### src/rtl/spi_ram_burst.sv
// rtl/spi_ram_burst.sv - command-decoded single-port RAM with auto-increment bursts
//
// Purpose:
//   Sits behind an SPI slave shifter. Each din word on rx_valid carries a
//   2-bit opcode plus payload: set write address, write data, set read
//   address, or read data. Addresses auto-increment (with explicit wrap at
//   MEM_DEPTH-1) when AUTO_INC is set. Illegal accesses raise a one-cycle err.
//
// Ports:
//   clk      - system clock, rising edge
//   rst_n    - synchronous active-low reset
//   din      - {opcode[1:0], payload[DATA_W-1:0]}
//   rx_valid - din qualifier, one command per cycle
//   dout     - registered read data (holds between reads)
//   tx_valid - one-cycle strobe per successful READ
//   err      - one-cycle pulse after an illegal command
module spi_ram_burst #(
   parameter int DATA_W    = 8,
   parameter int ADDR_W    = 8,
   parameter int MEM_DEPTH = 256,
   parameter int AUTO_INC  = 1
) (
   input  logic              clk,
   input  logic              rst_n,
   input  logic [DATA_W+1:0] din,
   input  logic              rx_valid,
   output logic [DATA_W-1:0] dout,
   output logic              tx_valid,
   output logic              err
);

   localparam logic [1:0] OP_SET_WADDR = 2'b00;
   localparam logic [1:0] OP_WRITE     = 2'b01;
   localparam logic [1:0] OP_SET_RADDR = 2'b10;
   localparam logic [1:0] OP_READ      = 2'b11;

   // One extra bit so MEM_DEPTH == 2**ADDR_W is representable in the range check.
   localparam logic [ADDR_W:0]   LP_DEPTH = (ADDR_W+1)'(MEM_DEPTH);
   localparam logic [ADDR_W-1:0] LP_LAST  = ADDR_W'(MEM_DEPTH - 1);

   logic [DATA_W-1:0] r_mem [MEM_DEPTH];
   logic [ADDR_W-1:0] r_wr_addr;
   logic [ADDR_W-1:0] r_rd_addr;
   logic              r_wr_vld;
   logic              r_rd_vld;
   logic [DATA_W-1:0] r_dout;
   logic              r_tx_valid;
   logic              r_err;

   logic [1:0]        w_op;
   logic [DATA_W-1:0] w_payload;
   logic [ADDR_W-1:0] w_addr;
   logic              w_addr_ok;
   logic [ADDR_W-1:0] w_wr_next;
   logic [ADDR_W-1:0] w_rd_next;
   logic              w_do_write;
   logic              w_do_read;

   always_comb begin
      w_op       = din[DATA_W+1:DATA_W];
      w_payload  = din[DATA_W-1:0];
      w_addr     = w_payload[ADDR_W-1:0];
      w_addr_ok  = ({1'b0, w_addr} < LP_DEPTH);
      // Explicit wrap so non-power-of-2 depths never index past the array.
      w_wr_next  = (r_wr_addr == LP_LAST) ? '0 : r_wr_addr + 1'b1;
      w_rd_next  = (r_rd_addr == LP_LAST) ? '0 : r_rd_addr + 1'b1;
      w_do_write = rst_n && rx_valid && (w_op == OP_WRITE) && r_wr_vld;
      w_do_read  = rx_valid && (w_op == OP_READ) && r_rd_vld;
   end

   // Storage has no reset; contents are undefined until written.
   always_ff @(posedge clk) begin
      if (w_do_write) begin
         r_mem[r_wr_addr] <= w_payload;
      end
   end

   always_ff @(posedge clk) begin
      if (!rst_n) begin
         r_wr_addr  <= '0;
         r_rd_addr  <= '0;
         r_wr_vld   <= 1'b0;
         r_rd_vld   <= 1'b0;
         r_dout     <= '0;
         r_tx_valid <= 1'b0;
         r_err      <= 1'b0;
      end else begin
         r_tx_valid <= 1'b0;
         r_err      <= 1'b0;
         if (rx_valid) begin
            unique case (w_op)
               OP_SET_WADDR: begin
                  if (w_addr_ok) begin
                     r_wr_addr <= w_addr;
                     r_wr_vld  <= 1'b1;
                  end else begin
                     r_err <= 1'b1;
                  end
               end
               OP_WRITE: begin
                  if (r_wr_vld) begin
                     if (AUTO_INC != 0) r_wr_addr <= w_wr_next;
                  end else begin
                     r_err <= 1'b1;
                  end
               end
               OP_SET_RADDR: begin
                  if (w_addr_ok) begin
                     r_rd_addr <= w_addr;
                     r_rd_vld  <= 1'b1;
                  end else begin
                     r_err <= 1'b1;
                  end
               end
               OP_READ: begin
                  if (w_do_read) begin
                     // A WRITE on the previous edge is already in r_mem, so no stale data.
                     r_dout     <= r_mem[r_rd_addr];
                     r_tx_valid <= 1'b1;
                     if (AUTO_INC != 0) r_rd_addr <= w_rd_next;
                  end else begin
                     r_err <= 1'b1;
                  end
               end
               default: ;
            endcase
         end
      end
   end

   assign dout     = r_dout;
   assign tx_valid = r_tx_valid;
   assign err      = r_err;

endmodule
### config.mk
export PLATFORM = sky130hd
export DESIGN_NAME = spi_ram_burst
export DESIGN_NICKNAME = d
export VERILOG_FILES = /design/src/rtl/spi_ram_burst.sv
export SDC_FILE = /design/constraint.sdc
export NUM_CORES = 2
export LEC_CHECK = 0
export CAP_MARGIN = 20
export CORE_UTILIZATION = 65
export CTS_BUF_LIST = sky130_fd_sc_hd__clkbuf_4
export CTS_CLUSTER_SIZE = 14
export DETAILED_ROUTE_END_ITERATION = 8
export PLACE_DENSITY = 0.81
export SLEW_MARGIN = 40
export SYNTH_ARGS = -nofsm -noshare
export SYNTH_HDL_FRONTEND = slang
export SYNTH_SLANG_ARGS = --single-unit
### constraint.sdc
create_clock -name clk -period 6.62 [get_ports clk]
set_input_delay 1.324 -clock clk [delete_from_list [all_inputs] [get_ports clk]]
set_output_delay 1.324 -clock clk [all_outputs]
set_load 0.05 [all_outputs]
# Word-level counts from Yosys, hierarchy flattened
# Memory sizes are Yosys's and may differ from the RTL's. A register that Yosys moved wholly into a read port is not among the register bits.
# Cells that the tools add are included.
# word_totals
reg_bits	20
latch_bits	0
ram_bits	2048
mem_bits_ro	0
inputBits	13
out_inout_bits	10
wordCells	45
memories	1
# memory_table
memory	depth	width	rd	rd_ports_with_merged_regs	wr	line_no	source
r_mem	256	8	1	1	1	41	logic [DATA_W-1:0] r_mem [MEM_DEPTH];
# op_classes
n_addsub	2
multipliers	0
n_div	0
magnitude_cmp	0
eq_ne	7
shifts	0
muxes	12
n_bitwise	0
n_reduce_logical	17
# op_table
cell	count
$mux W8	4
$pmux W8 S2	2
$add A8 B1 Y8 const B	2
$eq A8 B8 Y1 const B	2
$reduce_and A3 Y1	4
$reduce_and A2 Y1	3
$logic_and A1 B1 Y1	5
$mux W1	5
$eq A2 B2 Y1 const B	2
$ne A2 B2 Y1 const B	2
$reduce_bool A2 Y1	2
$pmux W1 S3	1
$eq A2 B1 Y1 const B	1
$logic_not A2 Y1	1
$reduce_or A2 Y1	1
$logic_not A1 Y1	1

# Longest topological paths before layout
# depth
ltp_word	5
depth_mapped	13
mapped_depth_nobuf	8

# Worst setup path after synthesis
# Ideal clock, no wire load.
# synth_path
path_type	input port to flip-flop
start	input port din[9]
end	memory r_mem[115][0] (enable)
setup_time_ns	0.370
t_arrival_ns	3.125
t_required_ns	6.250
setup_slack_ns	3.125
cell_stages	7
cell_sequence	clkbuf_1 -> nand2b_1 -> nor2_1 -> clkbuf_1 -> nand3_1 -> clkbuf_1 -> nor2_1
# synth_between
elab_chain_len	5
# synth_lines
item	line_no	source
from (decl)	25	input logic [DATA_W+1:0] din,
$eq A2 B1 Y1	67	w_do_write = rst_n && rx_valid && (w_op == OP_WRITE) && r_wr_vld;
$logic_and A1 B1 Y1 (2 in a row)	67	
$mux W1	73	if (w_do_write) begin
$mux W1 (not written as such)	74	r_mem[r_wr_addr] <= w_payload;
to (decl)	41	
# No other way between the ends.

# Worst setup path in the final report
# layout_path
start	register r_dout[0], in the netlist dout[0] (read register of r_mem)
end	output port dout[0]
# layout_lines
item	line_no	source
from (decl)	46	logic [DATA_W-1:0] r_dout;
to (decl)	27	output logic [DATA_W-1:0] dout,
# No word-level cell between the ends.

==> out/metrics.yaml <==
outcome:
  outcome: "complete, but fails checks"
  violations: "design-rule violations"
clock_network:
  cts_sinks: 2076
  cts_tree: "yes"
  clk_pin_slew_ns: 0.08
  cts_hold_buf: 0
  post_cts_buffers: 0
  clock_path_buffers: 4
  clkLatencyLatePin_ns: 1.38
  h-tree-depth: 5
  cts-buffers-inserted: 483
  post_cts_resized: 0
  root_buffer: "clkbuf_4"
global_route:
  grt.overflow.total: 0
  grt_pass1_vias: 43229
  antenna_found_initial: 12
  grt_max_degree: 155
  globalRouteTotalUtil_pct: 32.59
  grt_pass1_wl_um: 293700
pwr:
  ir_worst_vdd_mv: 0.1979
  power_per_cell_area_nw_per_um2: 288.6
  leakagePower_uw: 0.02750
  total_power_uw: 25750
routing:
  drtIter0Drc: 6732
  routed-via-count: 44110
  post_drt_wl_per_cell_um: 31.92
  post_drt_via_cell_ratio: 6.950
  wirelength_um: 202600
  ant_nets: 0
  first_pass_iters: 9
  post-route-drc-count: 4
worst_setup_path:
  arrival_ns: 2.75
  startpoint: "dout[0]"
  crit_cells: 1
  r2r_slack_ns: 2.65
  rr_worst_depth: 9
  critPathTopFamily: "buffers and inverters"
  endpoint: "dout[0]"
  r2r-start: "r_rd_addr[1]"
  crit_type: "reg2out"
  critPathRequiredTime_ns: 5.30
  worst-path-buf-inv: 1
  path_max_fanout: 2
  setup.worst_path.end_class: "primary output"
  worst_path_max_delay_cell: "clkdlybuf4s50_1"
  crit_chain: "clkdlybuf4s50_1"
  worst_path_largest_cell_delay_ns: 0.89
  r2r-end: "dout[7]"
  critPathLaunchType: "flip-flop"
hold_path:
  hold_path_depth: 1
  hp-class: "in2reg"
placement:
  finalWeightedCongestion: 0.9083
  pre_cts_slack_ns: 1.454
  io_buffers: 22
  hpwl_um: 115800
timing:
  slew_violations: 0
  setup_ws_ns: 2.549
  final_hold_viol_count: 0
  finalCritPeriodShare_pct: 61.49
  fmax_ghz: 0.2457
  fin_setup_tns_ns: 0
  whs_ns: 0.3491
  worst_clock_skew_ns: 0.1144
  finalSetupViolations: 0
  rsz0062_at_grt: "no"
  slew-limit-headroom_pct: 35.73
  worst_pin_slew_ns: 0.9641
  fin_crit_ns: 4.071
floorplanning:
  core.rowCount: 129
  fp.dieArea_um2: 126500
  fp.dieW_um: 355.7
  die_h_um: 355.7
  coreArea_um2: 124000
  pin_count: 23
  start_util_pct: 65.60
logic_synthesis:
  mappedNetlistArea_um2: 81320
  ys_types: 67
  synthFlopType: "edfxtp_1"
  avgSynthCellArea_um2: 20.45
  async_reset_ff_share_pct: 0
  synth-edff-count: 2048
  synth_fp_nets: 3994
  yosys_warnings: 0
  ys_seq_elements: 2076
  yosysSeqAreaShare_pct: 76.31
  syn_inst: 3976
layout:
  syn_to_final_growth_pct: 9.724
  nets: 4327
  finish.utilization_pct: 71.98
  drive_gt1_share_pct: 28.16
run:
  maxCapViolations: 0
## metal layers
metal | track usage (%) | vias up | part of all wire [%]
met1 | 47.21 | 22018 | 36
met5 | 0 | - | 0.059
met2 | 46.59 | 3996 | 45
met3 | 10.36 | 544 | 15
met4 | 13.69 | 18 | 4.2
li1 | - | 17534 | -
## cell type report
| cell class | instances | area [um^2] |
|---|---|---|
| Clock inverter | 193 | 1035 |
| Inverter | 13 | 51.30 |
| Timing Repair Buffer | 93 | 1076 |
| Clock buffer | 685 | 5142 |
| Multi-Input combinational cell | 1642 | 17780 |
| Antenna cell | 8 | 20.02 |
| Sequential cell | 2076 | 62080 |
| Fill cell | 6921 | 34730 |
| Tap cell | 1637 | 2048 |
## worst reg2reg max path, delay by kind of cell (launching register included)
| kind | cells | cell delay [ns] |
|---|---|---|
| buffers and inverters | 2 | 0.88 |
| AO/OA/AOI/OAI | 6 | 1.76 |
| flip-flops | 1 | 0.76 |
| AND/OR/NAND/NOR | 1 | 0.42 |
## flip-flops by register name (all words and copies together), names as in the netlist
signal     flops
tx_valid       1
r_mem       2048
err            1
r_rd_addr      8
r_wr_vld       1
dout           8
r_rd_vld       1
r_wr_addr      8
## cell families (layout without fill, tap and decap cells)
family                   count (synthesis)  after routing  share of synthesized area [%]
multiplexers                           648            648                          15.02
other                                    0              8                              0
buffers and inverters                  258            984                          2.126
adder cells (fa/ha/maj)                  5              5                        0.07693
AO/OA/AOI/OAI                          387            387                          3.343
flip-flops                            2076           2076                          76.31
AND/OR/NAND/NOR                        602            602                          3.123
## synthesized netlist by cell type, types with 19 or more instances
master	count	share of area, %
edfxtp_1	2048	76
mux4_2	427	12
nor2_1	311	1.4
mux2i_1	177	2.2
nand2_1	148	0.68
o22ai_1	104	0.80
clkbuf_1	91	0.42
buf_2	57	0.35
nand3_1	57	0.35
o21ai_0	46	0.28
buf_6	43	0.60
o221ai_1	39	0.42
a31oi_1	38	0.29
a21oi_1	28	0.17
dfxtp_1	28	0.69
buf_4	25	0.23
mux4_1	21	0.68
mux2_2	20	0.28
and2_1	19	0.15
## layout by cell type (no fill, tap or decap), types with 21 or more instances in the layout
master,n
a21oi_1,26
a31oi_1,38
buf_4,51
clkbuf_4,685
clkinv_1,142
clkinv_2,31
dfxtp_1,21
edfxtp_1,2048
mux2i_1,177
mux4_1,21
mux4_2,427
nand2_1,142
nand3_1,41
nor2_1,306
o21ai_0,46
o221ai_1,39
o22ai_1,104
## how the worst min path moves through the flow
stage,from,end
after CTS,din[0],r_mem[99][0]
after global placement,r_wr_vld,r_wr_vld
after floorplan,r_wr_vld,r_wr_vld
after detailed placement,r_wr_vld,r_wr_vld
after global routing,din[7],r_mem[192][7]
final,din[7],r_mem[192][7]
## metrics by stage
stage	instance area [um^2]	std cells
after floorplan	81320	3976
after global placement	82680	5454
after detailed placement	82810	5455
after CTS	88990	6333
after global routing	89220	6343
final	89230	6347
## power by group
group	switching [uW]	total (uW)	internal (uW)
logic	751	1130	382
registers	25.7	14500	14400
clock network	5030	10200	5140
Power figures use the tool's default switching activity.
